===== config.mk =====
export PLATFORM = sky130hd
export DESIGN_NAME = gf_power_map_engine
export DESIGN_NICKNAME = d
export VERILOG_FILES = /design/src/rtl/gf_power_map_engine.sv
export SDC_FILE = /design/constraint.sdc
export NUM_CORES = 1
export LEC_CHECK = 0
export CAP_MARGIN = 25
export CELL_PAD_IN_SITES_DETAIL_PLACEMENT = 1
export CELL_PAD_IN_SITES_GLOBAL_PLACEMENT = 1
export CORE_AREA = 2 2 116 73
export CTS_BUF_LIST = sky130_fd_sc_hd__clkbuf_2 sky130_fd_sc_hd__clkbuf_4 sky130_fd_sc_hd__clkbuf_8
export CTS_CLUSTER_DIAMETER = 150
export DETAILED_ROUTE_END_ITERATION = 8
export DIE_AREA = 0 0 118 75
export GPL_ROUTABILITY_DRIVEN = 0
export PLACE_DENSITY = 0.59
export SKIP_CTS_REPAIR_TIMING = 1
export SLEW_MARGIN = 15
export SYNTH_ARGS = -nofsm -noshare
export SYNTH_HDL_FRONTEND = slang
export SYNTH_SLANG_ARGS = --single-unit

===== constraint.sdc =====
create_clock -name clk -period 3.45 [get_ports clk]
set_input_delay 0.5175 -clock clk [delete_from_list [all_inputs] [get_ports clk]]
set_output_delay 0.5175 -clock clk [all_outputs]
set_load 0.05 [all_outputs]

===== src/rtl/gf_power_map_engine.sv =====
// Iterative power-map S-box: y = x^e over GF(2^N) by MSB-first square-and-multiply,
// one operation in flight, valid/ready handshakes on both sides, EW cycles per result.
module gf_power_map_engine #(
    parameter int unsigned N    = 6,
    parameter logic [N:0]  POLY = 7'b1000011,
    parameter int unsigned EW   = N
) (
    input  logic          clk,
    input  logic          rst_n,
    input  logic          in_valid,
    output logic          in_ready,
    input  logic [N-1:0]  x_in,
    input  logic [EW-1:0] e_in,
    output logic          out_valid,
    input  logic          out_ready,
    output logic [N-1:0]  y_out,
    output logic          busy
);

    localparam int unsigned IW = (EW > 1) ? $clog2(EW) : 1;

    if (!POLY[N]) begin : g_bad_poly
        $error("gf_power_map_engine: POLY bit N must be set");
    end
    if (N < 3 || N > 16) begin : g_bad_width
        $error("gf_power_map_engine: N must be in 3..16");
    end

    typedef enum logic [1:0] {IDLE, RUN, DONE} state_t;

    state_t          state_q, state_d;
    logic [N-1:0]    acc_q, x_q;
    logic [EW-1:0]   e_q;
    logic [IW-1:0]   idx_q;
    logic            accept, finish, release_out;
    logic [N-1:0]    acc_sq, mul_op, acc_next;

    // Shift-and-add multiply with the reduction folded into each shift step.
    function automatic logic [N-1:0] gf_mul(input logic [N-1:0] a, input logic [N-1:0] b);
        logic [N-1:0] p;
        logic [N-1:0] s;
        p = '0;
        s = a;
        for (int unsigned i = 0; i < N; i++) begin
            if (b[i]) p = p ^ s;
            s = s[N-1] ? ((s << 1) ^ POLY[N-1:0]) : (s << 1);
        end
        return p;
    endfunction

    assign acc_sq   = gf_mul(acc_q, acc_q);
    assign mul_op   = e_q[idx_q] ? x_q : N'(1);
    assign acc_next = gf_mul(acc_sq, mul_op);

    // Next-state and step decode.
    always_comb begin
        state_d     = state_q;
        accept      = 1'b0;
        finish      = 1'b0;
        release_out = 1'b0;
        case (state_q)
            IDLE: begin
                if (in_valid) begin
                    accept  = 1'b1;
                    state_d = RUN;
                end
            end
            RUN: begin
                if (idx_q == '0) begin
                    finish  = 1'b1;
                    state_d = DONE;
                end
            end
            DONE: begin
                if (out_ready) begin
                    release_out = 1'b1;
                    state_d     = IDLE;
                end
            end
            default: state_d = IDLE;
        endcase
    end

    always_ff @(posedge clk or negedge rst_n) begin
        if (!rst_n) begin
            state_q   <= IDLE;
            in_ready  <= 1'b1;
            busy      <= 1'b0;
            out_valid <= 1'b0;
            y_out     <= '0;
            acc_q     <= '0;
            x_q       <= '0;
            e_q       <= '0;
            idx_q     <= '0;
        end else begin
            state_q  <= state_d;
            in_ready <= (state_d == IDLE);
            busy     <= (state_d != IDLE);
            if (accept) begin
                x_q   <= x_in;
                e_q   <= e_in;
                acc_q <= N'(1);
                idx_q <= IW'(EW - 1);
            end else if (state_q == RUN) begin
                acc_q <= acc_next;
                if (idx_q != '0) idx_q <= idx_q - IW'(1);
            end
            if (finish) begin
                y_out     <= acc_next;
                out_valid <= 1'b1;
            end else if (release_out) begin
                out_valid <= 1'b0;
            end
        end
    end

endmodule


After elaboration in Yosys (flattened, before gate mapping)
Cells that the tools add are included.
- bits in registers: 32
- bits in latches: 0
- RAM bits: 0
- memory bits (read-only): 0
- input port bits: 16
- output and inout port bits: 9
- word-level logic and storage cells: 84
- memories: 0
- $add $sub $neg: 1
- $mul: 0
- divide/modulo/power cells: 0
- $lt $le $gt $ge: 1
- eq/ne operators: 2
- shift operators: 0
- multiplexer cells: 42
- bitwise gates (word level): 20
- reductions and logical operators: 9
- operators with widths (operator ; count):
    two-way mux 6 bit ; 15
    XOR 6 bit ; 10
    two-way mux 2 bit ; 13
    NOT 2 bit ; 10
    two-way mux 1 bit ; 9
    two-way mux 3 bit ; 3
    nonzero test 2 bit ; 4
    case mux 2 bit (3 select lines) ; 1
    zero test 2 bit ; 2
    less-than comparator 3 x 4 -> 1 bit, second input constant ; 1
    binary-select mux 1 bit (select 3 bit) ; 1
    zero test 3 bit ; 1
    nonzero test 3 bit ; 1
    subtractor 3 x 1 -> 3 bit, second input constant ; 1
    equality test 2 x 1 -> 1 bit, second input constant ; 1
    equality test 2 bit, second input constant ; 1
    AND reduction 2 bit ; 1

Logic depth before layout (Yosys ltp)
- depth after elaboration: 26
- gate-level depth with buffers: 11
- depth with buffers taken out: 9

Worst setup path before layout
OpenSTA, ideal clock, no wires.
- kind: register to register
- from: register acc_q[5]
- to: register acc_q[4]
- library setup time: 0.131 ns
- data arrival time: 2.870 ns
- required time: 3.319 ns
- slack: 0.449 ns
- cell stages (with the launch flop): 12
- path buffers: 2
- clock period less this slack: 3.001 ns
- path through: dfrtp_1 ha_1 buf_4 xnor3_1 or3_4 and2_1 buf_6 nand2_2 xnor3_1 xnor2_2 nor3b_1 or3_1
- word-level cells in the longest chain between the ends: 19
- elaborated cells between the ends (all ways): 31
- those cells by class: mux: 18; bitwise: 13
- RTL lines (what ; line ; source):
    start, declared ; 32 ; logic [N-1:0] acc_q, x_q;
    start signal, assigned ; 105 ; acc_q <= acc_next;
    two-way mux 2 bit ; 46 ; s = s[N-1] ? ((s << 1) ^ POLY[N-1:0]) : (s << 1);
    XOR 6 bit / NOT 2 bit (equally long branches) ; n/a ;
    two-way mux 6 bit / two-way mux 2 bit (equally long branches) ; 45, 46 ;
    XOR 6 bit ; 45 ; if (b[i]) p = p ^ s;
    two-way mux 6 bit ; 45 ;
    XOR 6 bit ; 45 ;
    two-way mux 6 bit * ; 45 ;
    XOR 6 bit ; 45 ;
    [3 not listed] ; n/a ;
    XOR 6 bit / NOT 2 bit (equally long branches) ; n/a ;
    two-way mux 6 bit / two-way mux 2 bit (equally long branches) ; 45, 46 ;
    XOR 6 bit ; 45 ;
    two-way mux 6 bit ; 45 ;
    XOR 6 bit ; 45 ;
    two-way mux 6 bit * ; 45 ;
    two-way mux 6 bit * ; 104 ; end else if (state_q == RUN) begin
    two-way mux 6 bit * ; 99 ; if (accept) begin
Mark *: on every way between the ends. The rest lies on a longest branch, timed or not. The select of a mux whose other input is x is not followed.
A chain may end at the register's enable or synchronous reset.

Worst setup path after layout
- from: register acc_q[5]
- to: register acc_q[1]
- word-level cells in the longest chain between the ends: 25
- elaborated cells between the ends (all ways): 37
- those cells by class: mux: 21; bitwise: 16
- RTL lines (what ; line):
    two-way mux 2 bit ; 46
    XOR 6 bit ; 45
    two-way mux 6 bit ; 45
    XOR 6 bit ; 45
    two-way mux 6 bit ; 45
    XOR 6 bit ; 45
    two-way mux 6 bit ; 45
    XOR 6 bit ; 45
    [9 not listed] ; n/a
    XOR 6 bit ; 45
    two-way mux 6 bit ; 45
    XOR 6 bit ; 45
    two-way mux 6 bit ; 45
    XOR 6 bit ; 45
    two-way mux 6 bit * ; 45
    two-way mux 6 bit * ; 104
    two-way mux 6 bit * ; 99
Marks and branches as above.

==> impl_metrics.toml <==
[run_status]
status = "finished, final reports clean"

[routing]
final_antenna_net_count = 0
route.detailed.wl_per_inst_um = 15.4
drc = 0
dr_total_vias = 1798
vias_per_cell = 4.77
wirelength_um = 5800
drt-pass1-iter-count = 4
drt-initial-drc-count = 132

[setup_path]
worstSetupPathType = "register to register"
cp_common_cell = "xnor3_1"
start_kind = "register"
r2r_slack_ns = 0.31
endpoint_kind = "register"
critical-path-max-stage-delay_ns = 0.50
worstPathRequired_ns = 3.64
reg2reg_from = "acc_q[5]"
cp_max_fo = 8
path_cells = "ha_1 > xnor3_1 > or3_4 > a211o_1 > nand3_2 > xnor2_2 > xnor3_1 > and3_1 > o32ai_2"
r2r_end = "acc_q[1]"
slowest_stage = "xnor3_1"
arrival_ns = 3.33
worstSetupEndpoint = "acc_q[1]"
reg2regPathDepth = 9
crit_path_start = "acc_q[5]"

[floorplanning]
die_area_mm2 = 0.00885
fp.dieH_um = 75
rows = 25
start_util_pct = 29.5
core_area_mm2 = 0.00773
fp.dieW_um = 118
pin_count = 25

[timing]
period_minus_slack_ns = 3.14
worst_pin_slew_ns = 0.540
finalCritPeriodShare_pct = 91.0
final_max_slew_viol_count = 0
finalSetupViolCount = 0
totalNegativeSetupSlack_ns = 0
relSlewSlack_pct = 64.0
worst_clock_skew_ns = 0.00551
fmax_mhz = 318
rsz0062_at_grt = "false"
hold_viol_final = 0
hold_ws_ns = 0.479

[synth]
synth_area_leaders = "dfrtp_1 (34%), xnor2_1 (7.7%), nand2_1 (6.4%), mux2_2 (5.9%), xor2_1 (4.2%)"
synth_cell_types = 57
synth_commonest_cells = "nand2_1 (39), dfrtp_1 (31), xnor2_1 (20), mux2_2 (12)"
post_synth.cell_area_avg_um2 = 9.34
netlist_area_mm2 = 0.00228
syn_inst = 244
ys_warn_count = 0
async_reset_ff_share_pct = 100
synth_edf_count = 0
synthesis.nets = 263
synth_largest_area_cell = "dfrtp_1"
yosysSeqAreaShare_pct = 35.2
synth_top_area_share_pct = 34.0
ys_ff_latch = 32
yosysMostFrequentCell = "nand2_1"
synth_ff_type = "dfrtp_1"

[layout]
syn_to_final_growth_pct = 20.5
final_nets = 287
fin_util_pct = 35.5
nFillCells = 906
antenna_cells = 0
drive_above_1_share_pct = 16.0

[clock_tree]
cts_made_buffers = 5
tritoncts = "done"
clockBufferDepth = 2
clkSinkCount = 32
clk_transition_reported_paths_ns = 0.06
cts.htree.levels = 2
worstSkewPairLatency_ns = 0.29
root_buffer = "clkbuf_8"

[global_routing]
antenna_found_initial = 0
first_global_vias = 1737
grt_max_degree = 33
grtUsageTotal_pct = 14.1
grt_pass1_wl_um = 9480
overflow = 0

[hold_path]
hold_path_class = "register to register"
min_from = "out_valid"

[placement]
io_buffer_count = 24
place_hpwl_um = 4500

[job]
drv_cap = 0
-- placed cells by master (no fill, tap or decap), types with 2 or more instances in the layout --
cell type,Yosys,layout
nand2_1,39,39
dfrtp_1,31,31
clkdlybuf4s50_1,0,24
xnor2_1,20,20
mux2_2,12,12
xor2_1,11,11
nand3_1,11,11
nor2_1,10,10
buf_4,1,10
o21ai_0,9,9
nand2b_1,7,7
inv_1,6,6
clkbuf_8,0,5
a211oi_1,4,4
mux2i_1,4,4
a21oi_1,4,4
o22ai_1,4,4
or3_1,3,3
xnor3_1,3,3
nor3_1,3,3
a31oi_1,3,3
a211o_1,3,3
ha_1,3,3
clkbuf_4,0,3
nor2b_1,2,2
and2_1,2,2
nor3b_1,3,2
xnor2_2,2,2
nand4_1,2,2
-- layer usage --
| metal | vias up | GRT usage [%] | wire length, µm | share of wire (%) |
|---|---|---|---|---|
| met2 | 34 | 18.8 | 2100 | 36 |
| met4 | 0 | 2.01 | 21 | 0.36 |
| met5 | - | 0 | 0 | 0 |
| met3 | 5 | 4.02 | 292 | 5.0 |
| met1 | 872 | 22.4 | 3390 | 58 |
| li1 | 887 | - | - | - |
-- critical path, delay by kind of cell (launching register included) --
family          cells  cell delay (ns)
flops               1             0.39
xor+xnor            3             0.98
fa+ha+maj           1             0.43
simple gates        3             0.72
compound gates      2             0.53
-- sequential cells by signal, indices dropped and copies added (netlist names) --
signal / cells
acc_q: 6
e_q: 6
x_q: 6
y_out: 6
idx_q: 3
state_q: 2
busy: 1
in_ready: 1
out_valid: 1
-- stage by stage --
stage	setup slack, ns	cells	instance area [µm²]
2_1_floorplan	0.449	244	2280
3_3_place_gp	0.382	369	2650
3_5_place_dp	0.324	369	2650
4_1_cts	0.300	377	2750
5_1_grt	0.144	377	2750
6_report	0.310	377	2750
-- kinds of logic after synthesis --
| kind of cell | share of synthesized area (%) |
|---|---|
| flops | 35.2 |
| compound gates | 12.1 |
| fa+ha+maj | 1.65 |
| simple gates | 20.5 |
| xor+xnor | 17.4 |
| buf+inv | 4.50 |
| mux | 8.68 |
-- final cells by class --
class                   count  area [µm²]  area share, %
well taps                 108         135           4.92
multi-input cells         189        1380           50.2
clock buffers               8        91.3           3.33
flip-flops and latches     32         802           29.2
inverters                   6        22.5          0.820
repair buffers             34         315           11.5
-- worst min path at each step --
stage	end	slack, ns	cells after the start
floorplan	acc_q[0]	0.22	0
global placement	y_out[0]	0.46	2
detailed placement	y_out[5]	0.47	2
CTS	y_out[5]	0.49	2
global route	y_out[2]	0.52	2
finish	out_valid	0.48	2
Power is not shown: default switching activity piles up to over one toggle a cycle in this logic, so the estimate is an artifact.
